## src/rtl/uart_pkg.sv

```systemverilog
// Shared UART definitions: parity-mode encodings, TX engine states and the oversampling factor.
package uart_pkg;

  localparam int OVERSAMPLE = 8;

  localparam logic [1:0] PAR_NONE = 2'b00;
  localparam logic [1:0] PAR_EVEN = 2'b01;
  localparam logic [1:0] PAR_ODD  = 2'b10;

  typedef enum logic [2:0] {
    ST_IDLE,
    ST_START,
    ST_DATA,
    ST_PARITY,
    ST_STOP1,
    ST_STOP2
  } uart_tx_state_t;

  function automatic logic parity_enabled(input logic [1:0] mode);
    case (mode)
      PAR_EVEN, PAR_ODD: return 1'b1;
      PAR_NONE:          return 1'b0;
      default:           return 1'b0;  // reserved code behaves as no parity
    endcase
  endfunction

endpackage

```

## src/rtl/uart_tx_fifo.sv

```systemverilog
// Synchronous first-word-fall-through FIFO with registered full/empty/level flags.
module uart_tx_fifo #(
  parameter int WIDTH = 8,
  parameter int DEPTH = 4
) (
  input  logic                     clk,
  input  logic                     rst_n,
  input  logic                     i_wr_en,
  input  logic [WIDTH-1:0]         i_wr_data,
  input  logic                     i_rd_en,
  output logic [WIDTH-1:0]         o_rd_data,
  output logic                     o_full,
  output logic                     o_empty,
  output logic [$clog2(DEPTH):0]   o_level
);

  localparam int AW = $clog2(DEPTH);
  localparam logic [AW-1:0] PTR_ONE  = AW'(1);
  localparam logic [AW:0]   LVL_ONE  = (AW+1)'(1);
  localparam logic [AW:0]   LVL_FULL = (AW+1)'(DEPTH);

  logic [WIDTH-1:0] r_mem [DEPTH];
  logic [AW-1:0]    r_wr_ptr;
  logic [AW-1:0]    r_rd_ptr;
  logic [AW:0]      r_level;
  logic [AW:0]      w_level_nxt;
  logic             r_full;
  logic             r_empty;
  logic             w_push;
  logic             w_pop;

  assign w_push = i_wr_en && !r_full;
  assign w_pop  = i_rd_en && !r_empty;

  // NOTE: every combinational output gets a default first so no path can infer a latch.
  always_comb begin
    w_level_nxt = r_level;
    if (w_push && !w_pop)
      w_level_nxt = r_level + LVL_ONE;
    else if (w_pop && !w_push)
      w_level_nxt = r_level - LVL_ONE;
  end

  // NOTE: non-blocking assignments so every register samples pre-edge values.
  always_ff @(posedge clk or negedge rst_n) begin
    if (!rst_n) begin
      r_wr_ptr <= '0;
      r_rd_ptr <= '0;
      r_level  <= '0;
      r_full   <= 1'b0;
      r_empty  <= 1'b1;
    end else begin
      if (w_push) r_wr_ptr <= r_wr_ptr + PTR_ONE;
      if (w_pop)  r_rd_ptr <= r_rd_ptr + PTR_ONE;
      r_level <= w_level_nxt;
      r_full  <= (w_level_nxt == LVL_FULL);
      r_empty <= (w_level_nxt == '0);
    end
  end

  // NOTE: storage is not reset; the pointers and level define which entries are valid.
  always_ff @(posedge clk) begin
    if (w_push) r_mem[r_wr_ptr] <= i_wr_data;
  end

  assign o_rd_data = r_mem[r_rd_ptr];
  assign o_full    = r_full;
  assign o_empty   = r_empty;
  assign o_level   = r_level;

endmodule

```

## src/rtl/uart_tx_gen2.sv

```systemverilog
// UART transmitter: AXI-Stream input FIFO feeding a frame engine with per-frame
// latched parity / stop-bit / bit-period configuration and back-to-back framing.
module uart_tx_gen2 #(
  parameter int DATA_WIDTH = 8,
  parameter int FIFO_DEPTH = 4
) (
  input  logic                          clk,
  input  logic                          rst_n,
  input  logic [DATA_WIDTH-1:0]         s_axis_tdata,
  input  logic                          s_axis_tvalid,
  output logic                          s_axis_tready,
  input  logic [15:0]                   prescale,
  input  logic [1:0]                    parity_mode,
  input  logic                          two_stop,
  output logic                          txd,
  output logic                          busy,
  output logic [$clog2(FIFO_DEPTH):0]   fifo_level,
  output logic                          frame_done
);

  import uart_pkg::*;

  localparam int CNT_W = 19;
  localparam int IDX_W = $clog2(DATA_WIDTH);
  localparam logic [CNT_W-1:0] CNT_ONE  = CNT_W'(1);
  localparam logic [IDX_W-1:0] IDX_ONE  = IDX_W'(1);
  localparam logic [IDX_W-1:0] LAST_IDX = IDX_W'(DATA_WIDTH - 1);

  logic                  w_fifo_wr;
  logic                  w_fifo_full;
  logic                  w_fifo_empty;
  logic [DATA_WIDTH-1:0] w_fifo_data;
  logic                  w_launch;

  uart_tx_state_t        r_state;
  uart_tx_state_t        w_state_nxt;
  logic [CNT_W-1:0]      r_cnt;
  logic [CNT_W-1:0]      w_cnt_nxt;
  logic [CNT_W-1:0]      r_reload;
  logic [DATA_WIDTH-1:0] r_shift;
  logic [DATA_WIDTH-1:0] w_shift_nxt;
  logic [IDX_W-1:0]      r_bit_idx;
  logic [IDX_W-1:0]      w_bit_idx_nxt;
  logic                  r_par_en;
  logic                  r_par_bit;
  logic                  r_two_stop;
  logic                  r_txd;
  logic                  w_txd_nxt;
  logic                  r_frame_done;
  logic                  w_frame_done_nxt;

  logic [15:0]           w_prescale_eff;
  logic [CNT_W-1:0]      w_reload;
  logic                  w_bit_end;

  assign w_fifo_wr = s_axis_tvalid && s_axis_tready;

  uart_tx_fifo #(
    .WIDTH (DATA_WIDTH),
    .DEPTH (FIFO_DEPTH)
  ) u_fifo (
    .clk       (clk),
    .rst_n     (rst_n),
    .i_wr_en   (w_fifo_wr),
    .i_wr_data (s_axis_tdata),
    .i_rd_en   (w_launch),
    .o_rd_data (w_fifo_data),
    .o_full    (w_fifo_full),
    .o_empty   (w_fifo_empty),
    .o_level   (fifo_level)
  );

  // Reload value for one bit period; a prescale of 0 is treated as 1.
  assign w_prescale_eff = (prescale == 16'd0) ? 16'd1 : prescale;
  assign w_reload       = CNT_W'(w_prescale_eff) * CNT_W'(OVERSAMPLE) - CNT_ONE;
  assign w_bit_end      = (r_cnt == '0);

  always_comb begin
    w_state_nxt      = r_state;
    w_cnt_nxt        = w_bit_end ? r_reload : r_cnt - CNT_ONE;
    w_shift_nxt      = r_shift;
    w_bit_idx_nxt    = r_bit_idx;
    w_txd_nxt        = r_txd;
    w_frame_done_nxt = 1'b0;
    w_launch         = 1'b0;

    case (r_state)
      ST_IDLE: begin
        w_cnt_nxt = r_cnt;
        w_txd_nxt = 1'b1;
        w_launch  = !w_fifo_empty;
      end
      ST_START: if (w_bit_end) begin
        w_state_nxt   = ST_DATA;
        w_txd_nxt     = r_shift[0];
        w_shift_nxt   = r_shift >> 1;
        w_bit_idx_nxt = '0;
      end
      ST_DATA: if (w_bit_end) begin
        if (r_bit_idx == LAST_IDX) begin
          w_state_nxt = r_par_en ? ST_PARITY : ST_STOP1;
          w_txd_nxt   = r_par_en ? r_par_bit : 1'b1;
        end else begin
          w_txd_nxt     = r_shift[0];
          w_shift_nxt   = r_shift >> 1;
          w_bit_idx_nxt = r_bit_idx + IDX_ONE;
        end
      end
      ST_PARITY: if (w_bit_end) begin
        w_state_nxt = ST_STOP1;
        w_txd_nxt   = 1'b1;
      end
      ST_STOP1: if (w_bit_end) begin
        if (r_two_stop) begin
          w_state_nxt = ST_STOP2;
        end else begin
          w_state_nxt      = ST_IDLE;
          w_frame_done_nxt = 1'b1;
          w_launch         = !w_fifo_empty;
        end
      end
      ST_STOP2: if (w_bit_end) begin
        w_state_nxt      = ST_IDLE;
        w_frame_done_nxt = 1'b1;
        w_launch         = !w_fifo_empty;
      end
      default: w_state_nxt = ST_IDLE;
    endcase

    // Starting a frame overrides the end-of-frame return to IDLE, giving zero idle gap.
    if (w_launch) begin
      w_state_nxt = ST_START;
      w_txd_nxt   = 1'b0;
      w_cnt_nxt   = w_reload;
      w_shift_nxt = w_fifo_data;
    end
  end

  always_ff @(posedge clk or negedge rst_n) begin
    if (!rst_n) begin
      r_state      <= ST_IDLE;
      r_cnt        <= '0;
      r_shift      <= '0;
      r_bit_idx    <= '0;
      r_txd        <= 1'b1;
      r_frame_done <= 1'b0;
    end else begin
      r_state      <= w_state_nxt;
      r_cnt        <= w_cnt_nxt;
      r_shift      <= w_shift_nxt;
      r_bit_idx    <= w_bit_idx_nxt;
      r_txd        <= w_txd_nxt;
      r_frame_done <= w_frame_done_nxt;
    end
  end

  // Line configuration is captured only when a frame is launched.
  always_ff @(posedge clk or negedge rst_n) begin
    if (!rst_n) begin
      r_reload   <= '0;
      r_par_en   <= 1'b0;
      r_par_bit  <= 1'b0;
      r_two_stop <= 1'b0;
    end else if (w_launch) begin
      r_reload   <= w_reload;
      r_par_en   <= parity_enabled(parity_mode);
      r_par_bit  <= (^w_fifo_data) ^ (parity_mode == PAR_ODD);
      r_two_stop <= two_stop;
    end
  end

  assign s_axis_tready = !w_fifo_full;
  assign txd           = r_txd;
  assign frame_done    = r_frame_done;
  assign busy          = (r_state != ST_IDLE) || !w_fifo_empty;

endmodule

```

## config.mk

```make
export PLATFORM = sky130hd
export DESIGN_NAME = uart_tx_gen2
export DESIGN_NICKNAME = d
export VERILOG_FILES = /design/src/rtl/uart_pkg.sv /design/src/rtl/uart_tx_fifo.sv /design/src/rtl/uart_tx_gen2.sv
export SDC_FILE = /design/constraint.sdc
export NUM_CORES = 1
export LEC_CHECK = 0
export CAP_MARGIN = 20
export CORE_ASPECT_RATIO = 1.2
export CORE_MARGIN = 1
export CORE_UTILIZATION = 60
export DETAILED_ROUTE_END_ITERATION = 10
export HOLD_SLACK_MARGIN = 0.02
export PLACE_DENSITY = 0.81
export SLEW_MARGIN = 15
export SYNTH_ARGS = -nofsm -noshare
export SYNTH_HDL_FRONTEND = slang
export SYNTH_SLANG_ARGS = --single-unit
export TNS_END_PERCENT = 50
```

## constraint.sdc

```tcl
create_clock -name clk -period 8.35 [get_ports clk]
set_input_delay 2.505 -clock clk [delete_from_list [all_inputs] [get_ports clk]]
set_output_delay 2.505 -clock clk [all_outputs]
set_load 0.02 [all_outputs]
```

### After elaboration in Yosys (flattened, before gate mapping)

Memory sizes are Yosys's and may differ from the RTL's.
Cells that the tools add are included.

| cells by class | value |
|---|---|
| add/subtract/negate cells | 7 |
| equal/unequal tests | 20 |
| muxes and demuxes | 42 |
| bitwise gates (word level) | 1 |
| reduce and logical (&&, ||, !) cells | 24 |

Operators by type and width:

| kind | number |
|---|---|
| 19-bit two-way mux | 3 |
| 3-bit two-way mux | 13 |
| 19-bit by 1-bit subtractor with 19-bit output, second input constant | 2 |
| 8-bit two-way mux | 4 |
| 3-bit by 2-bit inequality test with 1-bit output, second input constant | 7 |
| 19-bit zero test | 1 |
| 3-bit case mux with 6 select lines | 1 |
| 16-bit zero test | 1 |
| 16-bit two-way mux | 1 |
| 8-bit case mux with 2 select lines | 1 |
| 1-bit two-way mux | 15 |
| 3-bit equality test, second input constant | 4 |
| 4-bit AND reduction | 3 |
| 8-bit XOR reduction | 1 |
| 7-bit AND reduction | 1 |
| 3-bit by 1-bit adder with 3-bit output, second input constant | 2 |
| 3-bit by 2-bit equality test with 1-bit output, second input constant | 2 |
| 3-bit zero test | 2 |
| 2-bit inequality test, second input constant | 3 |
| 3-bit case mux with 2 select lines | 1 |
| 3-bit nonzero test | 2 |
| 1-bit logical AND | 5 |
| 5-bit nonzero test | 1 |
| 2-bit by 1-bit adder with 2-bit output, second input constant | 2 |
| 13 further kinds | 16 |

| word-level totals | value |
|---|---|
| bits in registers | 66 |
| RAM bits | 32 |
| bits of input ports | 30 |
| output and inout bits | 7 |
| word-level logic and storage cells | 110 |
| memories | 1 |

Memory list:

| memory | depth | bits a word | rd ports | clocked after Yosys merged registers in | wr ports | RTL line | text |
|---|---|---|---|---|---|---|---|
| u_fifo.r_mem | 4 | 8 | 1 | 0 | 1 | uart_tx_fifo.sv:22 | `logic [WIDTH-1:0] r_mem [DEPTH];` |

### Longest topological paths before layout

| depth | value |
|---|---|
| word-level depth | 9 |
| depth in mapped cells | 11 |
| depth with buffers taken out | 10 |

### By module

From an unflattened synthesis, not the netlist that was laid out.

| second synthesis, totals | value |
|---|---|
| cells, all modules | 470 |
| area, all modules | 5,012.3 µm² |

Modules (own cells, without submodules):

| module | instances | cells an instance | area an instance (µm²) | sequential area each (µm²) |
|---|---|---|---|---|
| uart_tx_gen2 | 1 | 376 | 3,303.2 | 1,377.6 |
| uart_tx_fifo | 1 | 94 | 1,709.1 | 1,187.4 |

### Worst setup path before layout

No wires, ideal clock.

| timing path | value |
|---|---|
| kind | input -> register |
| from | in prescale[0] |
| to | reg r_cnt[15] |
| setup time | 126 ps |
| arrival time | 4,488 ps |
| data required time | 8,224 ps |
| setup slack | 3,736 ps |
| stages on the path | 10 |
| buffers on the path | 1 |
| cell sequence | or4_1 -> clkbuf_1 -> nor3_1 -> a21oi_1 -> ha_1 -> nor3b_1 -> nor4b_1 -> xnor2_1 -> nor2_1 -> a221o_1 |

| on the way | value |
|---|---|
| word-level cells in the longest chain between the ends | 4 |

RTL lines:

| what | RTL line | text |
|---|---|---|
| from (decl) | uart_tx_gen2.sv:12 | `input logic [15:0] prescale,` |
| 16-bit zero test | uart_tx_gen2.sv:74 | `assign w_prescale_eff = (prescale == 16'd0) ? 16'd1 : prescale;` |
| 16-bit two-way mux (*) | uart_tx_gen2.sv:74 |  |
| 19-bit by 1-bit subtractor with 19-bit output (*) | uart_tx_gen2.sv:75 | `assign w_reload = CNT_W'(w_prescale_eff) * CNT_W'(OVERSAMPLE) - CNT_ONE;` |
| 19-bit two-way mux (*) | uart_tx_gen2.sv:131 | `if (w_launch) begin` |
| to (signal assigned) | uart_tx_gen2.sv:149 | `r_cnt <= w_cnt_nxt;` |
| to (decl) | uart_tx_gen2.sv:37 | `logic [CNT_W-1:0] r_cnt;` |

Every way passes the cells marked *; elsewhere a longest branch is shown, timed or not.
A chain may end at the register's enable or synchronous reset.

### Worst setup path in the final report

| timing path | value |
|---|---|
| from | reg r_state[2] |
| to | out busy |

| on the way | value |
|---|---|
| word-level cells in the longest chain between the ends | 2 |

RTL lines:

| what | RTL line | text |
|---|---|---|
| from (decl) | uart_tx_gen2.sv:35 | `uart_tx_state_t r_state;` |
| from (signal assigned) | uart_tx_gen2.sv:148 | `r_state <= w_state_nxt;` |
| 3-bit nonzero test | uart_tx_gen2.sv:175 | `assign busy = (r_state != ST_IDLE) \|\| !w_fifo_empty;` |
| 1-bit logical OR | uart_tx_gen2.sv:175 |  |
| to (decl) | uart_tx_gen2.sv:16 | `output logic busy,` |

No other way between the ends.

==> impl_metrics.csv <==
group,metric,value,unit
status,status,"finished clean",
layout,nets,559,
synthesis,yosys_most_used_dff,"dfrtp_1",
power_and_ir_drop,p_int,793.7,uW
layout,instances_no_fill,618,
drt,vias_per_cell,6.167,
floorplan,die_y,102.1,um
clock_tree,cts-buffers-inserted,9,
drt,wl_met3,590,um
drt,drtIter0Drc,258,
clock_tree,cts_tree,"built",
drt,wirelength,10.58,mm
synthesis,async_flop_share,66.67,%
synthesis,synthesis.nets,538,
grt,antenna_found_initial,0,
grt,grt_pass1_wl,17.38,mm
power_and_ir_drop,power.leakage,2.139,nW
layout,syn_to_final_growth,11.55,%
synthesis,synth-seq-cells,96,
floorplan,rows,36,
drt,top_layer_used,"met4",
setup_path,cp_data_arrival_time,3.04,ns
grt,grt_pass1_vias,3733,
synthesis,syn_inst,497,
sta,finalCritPeriodShare,66.35,%
setup_path,critPathLaunchType,"flop",
drt,routedWlPerCell,17.11,um
placement,io_buffers,36,
synthesis,yosysWarnings,0,
setup_path,crit_required,5.85,ns
clock_tree,root_buffer,"clkbuf_8",
power_and_ir_drop,switching_power,355.3,uW
floorplan,die_w,85.45,um
synthesis,seq_area_frac_synth,51.16,%
power_and_ir_drop,comb_power_share,20.9,%
power_and_ir_drop,fin_total_pwr,1.149,mW
sta,slew_violations,0,
clock_tree,cts_setup_buffers,0,
placement,dpl.hpwl,7.334,mm
run,drv_cap,0,
setup_path,crit_fanout,24,
sta,skew,0.008672,ns
synthesis,syn_avg_cell_area,10.09,um2
power_and_ir_drop,p_per_area,205.4,nW/um2
sta,rsz0062_at_grt,"no",
clock_tree,cts_hold_buf,0,
synthesis,synth_edf_count,32,
power_and_ir_drop,ir_drop,0.1767,mV
floorplan,dieArea,8727,um2
power_and_ir_drop,power_frac_clock,25.5,%
synthesis,synthesis.area,5014,um2
clock_tree,clkLatencyLatePin,0.37,ns
sta,relSlewSlack,31.05,%
clock_tree,cts.sinks,96,
sta,worst_pin_slew,1.030,ns
grt,grt_usage,25.85,%
floorplan,coreArea,8108,um2
layout,drive_above_1_share,7.266,%
sta,fmax,180.5,MHz
power_and_ir_drop,p_seq_share,53.7,%
placement,gp_congestion,0.8872,
sta,setup_tns,0,ns
layout,num_antenna_cells,0,
power_and_ir_drop,swShare,30.92,%
drt,vias,3811,
sta,hold_viol,0,
drt,drtPass1Iterations,5,
floorplan,initial_utilization,61.84,%
grt,grt_max_degree,65,
setup_path,path_class,"flop to output port",
clock_tree,htree_levels,3,
min_path,hold_class,"flop to flop",
sta,finalSetupViolations,0,
drt,ant_nets,0,
drt,met1_length,4.453,mm
clock_tree,cts_buffer_depth,2,
grt,grt.overflow.total,0,
floorplan,pin_count,37,
clock_tree,post_cts_resized,0,
sta,finalCriticalPeriod,5.540,ns
placement,dp_cells,602,
drt,route.met2.wl,5.306,mm
setup_path,end_kind,"output port",
drt,drcViolationCount,0,
synthesis,ys_types,55,
clock_tree,clkTransAtPathRegs,0.10,ns
==> Yosys cell counts (4+ instances only) <==
library cell | number | share of area, %
a211oi_1 | 5 | 0.75
a21oi_1 | 35 | 3.5
a31oi_1 | 17 | 2.1
and2_1 | 8 | 1.0
clkbuf_1 | 27 | 2.0
dfrtp_1 | 62 | 31
edfxtp_1 | 32 | 19
ha_1 | 11 | 2.7
inv_1 | 17 | 1.3
mux4_2 | 8 | 3.6
nand2_1 | 48 | 3.6
nand2b_1 | 5 | 0.62
nand3_1 | 8 | 0.80
nor2_1 | 58 | 4.3
nor2b_1 | 4 | 0.50
nor3_1 | 18 | 1.8
nor4_1 | 7 | 0.87
o21ai_0 | 21 | 2.1
o22ai_1 | 4 | 0.50
o31ai_1 | 6 | 0.90
or3_1 | 7 | 0.87
or4_1 | 6 | 0.90
xnor2_1 | 21 | 3.7
xor2_1 | 12 | 2.1
==> sequential cells by signal, summed over array words and instances (netlist names), 2 cells and up <==
signal,count
u_fifo.r_rd_ptr,2
r_shift,8
r_state,3
r_reload,17
r_cnt,19
u_fifo.r_mem,32
r_bit_idx,3
u_fifo.r_wr_ptr,2
u_fifo.o_level,3
==> cells in the final DEF, fill, tap and decap left out, types with 3 or more instances in the layout <==
cell type and count:
buf_4 4, a21oi_1 35, o31ai_1 6, nor3_1 18, clkbuf_8 9, a211oi_1 5
a31oi_1 16, xor2_1 12, or3_1 7, inv_1 17, nor3b_1 3, edfxtp_1 32
nor2_1 58, mux2i_1 3, nand3_1 8, ha_1 11, xnor2_1 21, nand2_1 48
nor2b_1 4, nand3b_1 3, clkdlybuf4s50_1 35, inv_6 3, nand2b_1 5, nor4_1 7
o21ai_0 21, mux4_2 8, o22ai_1 4, dfrtp_1 62, or4_1 6, o22a_1 3
and2_1 8
==> power groups by stage <==
stage	sequential (mW)	combinational, mW	clock [mW]
6_report	0.617	0.240	0.293
5_1_grt	0.624	0.268	0.311
4_1_cts	0.616	0.241	0.296
3_5_place_dp	0.626	0.240	0
3_3_place_gp	0.621	0.230	0
2_1_floorplan	0.613	0.165	0
==> metrics by stage <==
stage / utilization [%] / instance area (um2) / worst slack [ns] / hold WS [ns]
6_report: 68.98 / 5593 / 2.810 / 0.4772
5_1_grt: 68.98 / 5593 / 2.643 / 0.5001
4_1_cts: 68.98 / 5593 / 2.839 / 0.4821
3_5_place_dp: 66.71 / 5409 / 2.908 / 0.4680
3_3_place_gp: 66.71 / 5409 / 3.024 / 0.4584
2_1_floorplan: - / 5014 / 3.736 / 0.4378
==> final timing paths <==
kind / from / end / slack (ns) / cells after the start
worst max-delay path: r_state[2]$_DFFE_PN0P_ / busy / 2.81 / 4
worst min-delay path: txd$_DFFE_PN1P_ / txd$_DFFE_PN1P_ / 0.48 / 2
worst max register to register: r_cnt[0]$_DFFE_PN0P_ / r_shift[7]$_DFFE_PN0P_ / 4.69 / 7
worst min register to register: txd$_DFFE_PN1P_ / txd$_DFFE_PN1P_ / 0.48 / 2
max in group asynchronous: rst_n / r_state[1]$_DFFE_PN0P_ / 5.53 / 2
min in group asynchronous: rst_n / r_reload[6]$_DFFE_PN0N_ / 2.30 / 2
==> cell type report <==
class / instances / area (um2)
fillers: 619 / 2515
well taps: 95 / 118.9
repair buffers: 40 / 385.4
clock buffers: 9 / 123.9
clock inverters: 7 / 60.06
inverters: 17 / 63.81
flip-flops and latches: 96 / 2565
multi-input cells: 354 / 2276
==> critical path, stage by stage, from the launching register on <==
cell and delay [ns]:
dfrtp_1 0.57, nor3_1 0.60, and2_1 0.43, inv_1 0.41
clkdlybuf4s50_1 0.66
==> routing by layer <==
layer / vias to the layer above / track usage, %
met4: 0 / 11.03
li1: 1827 / -
met5: - / 0
met2: 136 / 45.29
met1: 1825 / 31.75
met3: 23 / 4.523
==> kinds of logic after synthesis <==
logic type | Yosys count | synth area share (%)
mux | 13 | 4.642
simple gates | 184 | 17.69
buf+inv | 47 | 3.569
compound gates | 113 | 14.42
xor+xnor | 33 | 5.765
flops | 96 | 51.16
fa+ha+maj | 11 | 2.745
Power figures use the tool's default switching activity.
